<file path="config.mk">
export PLATFORM = sky130hd
export DESIGN_NAME = reg_file_ctrl
export DESIGN_NICKNAME = d
export VERILOG_FILES = /design/src/rtl/reg_file_ctrl.sv
export SDC_FILE = /design/constraint.sdc
export NUM_CORES = 1
export LEC_CHECK = 0
export CAP_MARGIN = 5
export CORE_AREA = 4 4 65 67
export CTS_CLUSTER_DIAMETER = 60
export DETAILED_ROUTE_END_ITERATION = 8
export DIE_AREA = 0 0 69 71
export PLACE_DENSITY = 0.8
export SKIP_CTS_REPAIR_TIMING = 1
export SLEW_MARGIN = 30
export SYNTH_ARGS = -nofsm -noshare
export SYNTH_HDL_FRONTEND = slang
export SYNTH_SLANG_ARGS = --single-unit
</file>
<file path="constraint.sdc">
create_clock -name i_clk -period 3.7 [get_ports i_clk]
set_clock_uncertainty 0.2 [all_clocks]
set_input_delay 0.74 -clock i_clk [delete_from_list [all_inputs] [get_ports i_clk]]
set_output_delay 0.74 -clock i_clk [all_outputs]
set_load 0.005 [all_outputs]
</file>
<file path="src/rtl/reg_file_ctrl.sv">
// reg_file_ctrl
// Decodes 10-bit SPI frames (2-bit command + 8-bit payload) into accesses on
// a register-file port and returns read bytes to the SPI slave.
//
// Ports:
//   i_clk, i_rst        clock (rising edge), asynchronous active-high reset
//   i_rx_data/valid     frame from the SPI deserialiser, one-cycle strobe
//   o_address, o_data   register-file address and write data (held between accesses)
//   o_wr_en             one-cycle register-file write enable
//   i_rd_data           register-file read data (registered read inside reg_file)
//   o_tx_data/valid     read byte for MISO, valid strobe is one cycle wide
//   o_busy              high while a data access is in flight
//   o_drop              one-cycle pulse after a frame arrives while busy
//
// Commands: 00 set write address, 01 write data, 10 set read address,
//           11 read data (payload ignored).
module reg_file_ctrl #(
    parameter int DATA_WIDTH   = 8,
    parameter int ADDRESS_SIZE = 8
) (
    input  logic                    i_clk,
    input  logic                    i_rst,
    input  logic [DATA_WIDTH+1:0]   i_rx_data,
    input  logic                    i_rx_valid,
    output logic [ADDRESS_SIZE-1:0] o_address,
    output logic [DATA_WIDTH-1:0]   o_data,
    output logic                    o_wr_en,
    input  logic [DATA_WIDTH-1:0]   i_rd_data,
    output logic [DATA_WIDTH-1:0]   o_tx_data,
    output logic                    o_tx_valid,
    output logic                    o_busy,
    output logic                    o_drop
);

    localparam logic [1:0] CMD_SET_WR = 2'b00;
    localparam logic [1:0] CMD_WRITE  = 2'b01;
    localparam logic [1:0] CMD_SET_RD = 2'b10;
    localparam logic [1:0] CMD_READ   = 2'b11;

    typedef enum logic [1:0] {
        IDLE     = 2'd0,
        WRITE    = 2'd1,
        READ_REQ = 2'd2,
        READ_CAP = 2'd3
    } state_t;

    state_t                  state_q,    state_d;
    logic [ADDRESS_SIZE-1:0] wr_addr_q,  wr_addr_d;
    logic [ADDRESS_SIZE-1:0] rd_addr_q,  rd_addr_d;
    logic [ADDRESS_SIZE-1:0] address_q,  address_d;
    logic [DATA_WIDTH-1:0]   data_q,     data_d;
    logic                    wr_en_q,    wr_en_d;
    logic [DATA_WIDTH-1:0]   tx_data_q,  tx_data_d;
    logic                    tx_valid_q, tx_valid_d;
    logic                    drop_q,     drop_d;

    logic [1:0]              cmd;
    logic [DATA_WIDTH-1:0]   payload;

    assign cmd     = i_rx_data[DATA_WIDTH+1:DATA_WIDTH];
    assign payload = i_rx_data[DATA_WIDTH-1:0];

    always_ff @(posedge i_clk or posedge i_rst) begin
        if (i_rst) begin
            state_q    <= IDLE;
            wr_addr_q  <= '0;
            rd_addr_q  <= '0;
            address_q  <= '0;
            data_q     <= '0;
            wr_en_q    <= 1'b0;
            tx_data_q  <= '0;
            tx_valid_q <= 1'b0;
            drop_q     <= 1'b0;
        end else begin
            state_q    <= state_d;
            wr_addr_q  <= wr_addr_d;
            rd_addr_q  <= rd_addr_d;
            address_q  <= address_d;
            data_q     <= data_d;
            wr_en_q    <= wr_en_d;
            tx_data_q  <= tx_data_d;
            tx_valid_q <= tx_valid_d;
            drop_q     <= drop_d;
        end
    end

    always_comb begin
        // Everything holds by default; the strobes default low so each is a
        // single-cycle pulse.
        state_d    = state_q;
        wr_addr_d  = wr_addr_q;
        rd_addr_d  = rd_addr_q;
        address_d  = address_q;
        data_d     = data_q;
        wr_en_d    = 1'b0;
        tx_data_d  = tx_data_q;
        tx_valid_d = 1'b0;
        drop_d     = 1'b0;

        case (state_q)
            IDLE: begin
                if (i_rx_valid) begin
                    case (cmd)
                        CMD_SET_WR: wr_addr_d = ADDRESS_SIZE'(payload);
                        CMD_SET_RD: rd_addr_d = ADDRESS_SIZE'(payload);
                        CMD_WRITE: begin
                            address_d = wr_addr_q;
                            data_d    = payload;
                            wr_en_d   = 1'b1;
                            state_d   = WRITE;
                        end
                        CMD_READ: begin
                            address_d = rd_addr_q;
                            state_d   = READ_REQ;
                        end
                        default: ;
                    endcase
                end
            end
            // wr_en falls back to 0 by default, so the register file commits
            // on the edge that leaves this state.
            WRITE:    state_d = IDLE;
            // The register file samples o_address on the edge leaving this
            // state; its output is valid during READ_CAP.
            READ_REQ: state_d = READ_CAP;
            READ_CAP: begin
                tx_data_d  = i_rd_data;
                tx_valid_d = 1'b1;
                state_d    = IDLE;
            end
            default:  state_d = IDLE;
        endcase

        // Any frame arriving outside IDLE is discarded without side effects.
        if (i_rx_valid && (state_q != IDLE)) begin
            drop_d = 1'b1;
        end
    end

    assign o_address  = address_q;
    assign o_data     = data_q;
    assign o_wr_en    = wr_en_q;
    assign o_tx_data  = tx_data_q;
    assign o_tx_valid = tx_valid_q;
    assign o_drop     = drop_q;
    assign o_busy     = (state_q != IDLE);

endmodule

</file>
==> metrics.md <==
| Metric | Value |
|---|---|
| Global placement routability congestion | `between 0.6 and 0.7` |
| EDFF count, synth | `0` |
| Number of H-tree levels | `2` |
| Initial DRC count | `between 50 and 60` |
| CP Capture Type | `primary output` |
| Initial Util | `between 40% and 50%` |
| Post-synth ARST share | `100%` |
| Syn Area/Cell | `~14 µm²` |
| Worst slack, placed | `1.04 ns` |
| Hold path start | `wr_addr_q[1]` |
| Reg clk slew, reported paths | `0.08 ns` |
| RSZ-0062 raised after global routing | `no` |
| Max Cap Viol | `0` |
| GR Overflow Total | `0` |
| VDD IR-drop max | `around 0.4 mV` |
| Most frequent cell after synthesis | `dfrtp_1` |
| Total net switching power | `between 500 and 600 µW` |
| Power density over cell area | `773 mW/mm²` |
| Die H | `slightly above 70 µm` |
| CORE AREA | `between 0.003 and 0.004 mm²` |
| Crit Path Max Fanout | `6` |
| Die area | `0.00490 mm²` |
| HPWL after detailed placement | `between 2 and 3 mm` |
| Clock group share of total power | `15.3%` |
| First-pass DRT Iterations | `4` |
| Crit path DAT | `between 1 and 1.5 ns` |
| Routed len/inst | `15.4 µm` |
| PortBufs | `48` |
| FF+latch count, synth | `45` |
| Global-route wire length before repair | `~5.8 mm` |
| Fin crit share | `about two thirds` |
| Mean number of vias per cell | `5.08` |
| Worst skew pair latency | `a little under 0.3 ns` |
| Setup-failing EPs final | `0` |
| Diode count | `0` |
| Slew at the pin closest to its max-slew limit | `around 0.51 ns` |
| Leakage | `between 1 and 1.5 nW` |
| Synth area leader | `dfrtp_1` |
| Root Driver | `clkbuf_8` |
| Post-route DRC | `0` |
| Combinational share of power | `between 30% and 40%` |
| I/O pins | `49` |
| Register area share after synthesis | `between 60% and 70%` |
| Cell area after synthesis | `between 0.0015 and 0.002 mm²` |
| Initial antenna violation count | `0` |
| Setup_tns | `0 ns` |
| Worst reg-to-reg setup slack | `1.80 ns` |
| Yosys top cell area share | `between 60 and 70%` |
| CTS tree | `built` |
| Pins over their slew limit | `0` |
| Clock buffer depth | `2` |
| Nets | `around 200` |
| DRT Wirelength | `roughly 3.5 mm` |
| Yosys warning count | `0` |
| CTS Sinks | `45` |
| WS Path Type | `reg2out` |
| Shortest period the worst path allows | `2.40 ns` |
| Status | `complete, no violations` |
| Seq pwr share | `a little under half` |
| Main synth FF type | `dfrtp_1` |
| Slew headroom | `65.8%` |
| Layout cells sized above 1 | `between 20% and 30%` |
| Sw frac | `between 20 and 30%` |
| Gr usage total | `around 15%` |
| CP startpoint | `state_q[0]` |
| DR vias | `1143` |
| Synth area leaders | `dfrtp_1 64%, mux2_2 20%, mux2i_1 4.5%, nor2_1 2.6%, a21oi_1 2.3%` |
| Die W | `approximately 69 µm` |
| Cell Int Power | `about 1.3 mW` |
| Final worst setup slack | `~1.3 ns` |
| Final-report hold violation count | `0` |
| WP data required | `about 2.8 ns` |
| Fmax | `about 0.42 GHz` |
| Area Growth Syn to Fin | `35.2%` |
| Syn_nets | `about 140` |
| Setup crit start kind | `flip-flop` |
| Pin count of the biggest net entering global routing | `27` |
| Synth cell types | `17` |
| Post-route ant nets | `0` |
| Hold Path Class | `reg2reg` |
| Num CTS Buffers | `5` |
| Synth top cells by count | `45 x dfrtp_1, 32 x mux2_2, 12 x nor2_1, 8 x a21oi_1, 8 x mux2i_1` |
| Dpl cells | `217` |
| Post-synthesis cell count | `approximately 120` |
| R2R Path Start | `state_q[0]` |
| Fin cells | `around 230` |
| Vias in the first global route | `approximately 1200` |
| Num rows | `22` |
==> power groups by stage <==
stage | clock network [mW] | logic [mW] | registers (mW)
3_5_place_dp | 0 | 0.706 | 0.874
4_1_cts | 0.289 | 0.709 | 0.866
2_1_floorplan | 0 | 0.310 | 0.860
3_3_place_gp | 0 | 0.683 | 0.856
5_1_grt | 0.314 | 0.759 | 0.893
6_report | 0.283 | 0.696 | 0.865
==> per-layer routing <==
layer / vias to the layer above / track usage, % / wire length, µm
met5: - / 0 / 0
met4: 0 / 5.86 / 63
met3: 6 / 4.69 / 135
met2: 26 / 26.0 / 1890
met1: 585 / 17.7 / 1380
li1: 526 / - / -
==> sequential cells by signal, summed over array words and instances, names as in the netlist <==
| signal | flops |
|---|---|
| o_tx_valid | 1 |
| o_drop | 1 |
| o_data | 8 |
| o_address | 8 |
| rd_addr_q | 8 |
| o_tx_data | 8 |
| state_q | 2 |
| o_wr_en | 1 |
| wr_addr_q | 8 |
==> layout by cell type (no fill, tap or decap), drive strengths merged <==
master,count
mux2i,8
nor4bb,1
buf,2
clkdlybuf4s50,48
dfrtp,45
a21oi,8
nor4b,1
and2b,1
and3b,1
nand2,4
nor2,12
and2,1
clkbuf,6
clkinv,2
inv,4
mux2,32
a31oi,1
==> cell families after synthesis <==
kind of cell | synth area share (%)
mux | 25.0
simple gates | 6.38
buf+inv | 2.20
compound gates | 2.62
flops | 63.8
==> stage by stage <==
step / power, mW / util, % / area [µm²] / hold slack, ns
after global routing: 1.97 / 65.6 / 2380 / 0.332
after CTS: 1.86 / 65.6 / 2380 / 0.313
final: 1.84 / 65.6 / 2380 / 0.308
after global placement: 1.54 / 63.4 / 2300 / 0.286
after detailed placement: 1.58 / 63.4 / 2300 / 0.295
after floorplan: 1.17 / - / 1760 / 0.279
==> area by class of cell <==
type	count	area (µm²)
fill	291	1250
sequential	45	1130
multi-input combinational	70	606
timing repair buffer	50	495
clock buffer	6	72.6
tap	48	60.1
inverter	4	15.0
clock inverter	2	10.0
==> worst max-delay path: stages, from the launching register on <==
cell and delay (ns):
dfrtp_1 0.46, nor2_1 0.20, inv_1 0.07, clkdlybuf4s50_1 0.45
==> path summary, 6_finish.rpt <==
kind / endpoint / cells past startpoint
worst max-delay path: o_busy / 3
worst min-delay path: wr_addr_q[1] / 1
worst max register to register: wr_addr_q[4] / 3
worst min register to register: wr_addr_q[1] / 1
max in group asynchronous: o_data[1] / 3
min in group asynchronous: rd_addr_q[2] / 2
(Power assumes the default switching activity.)
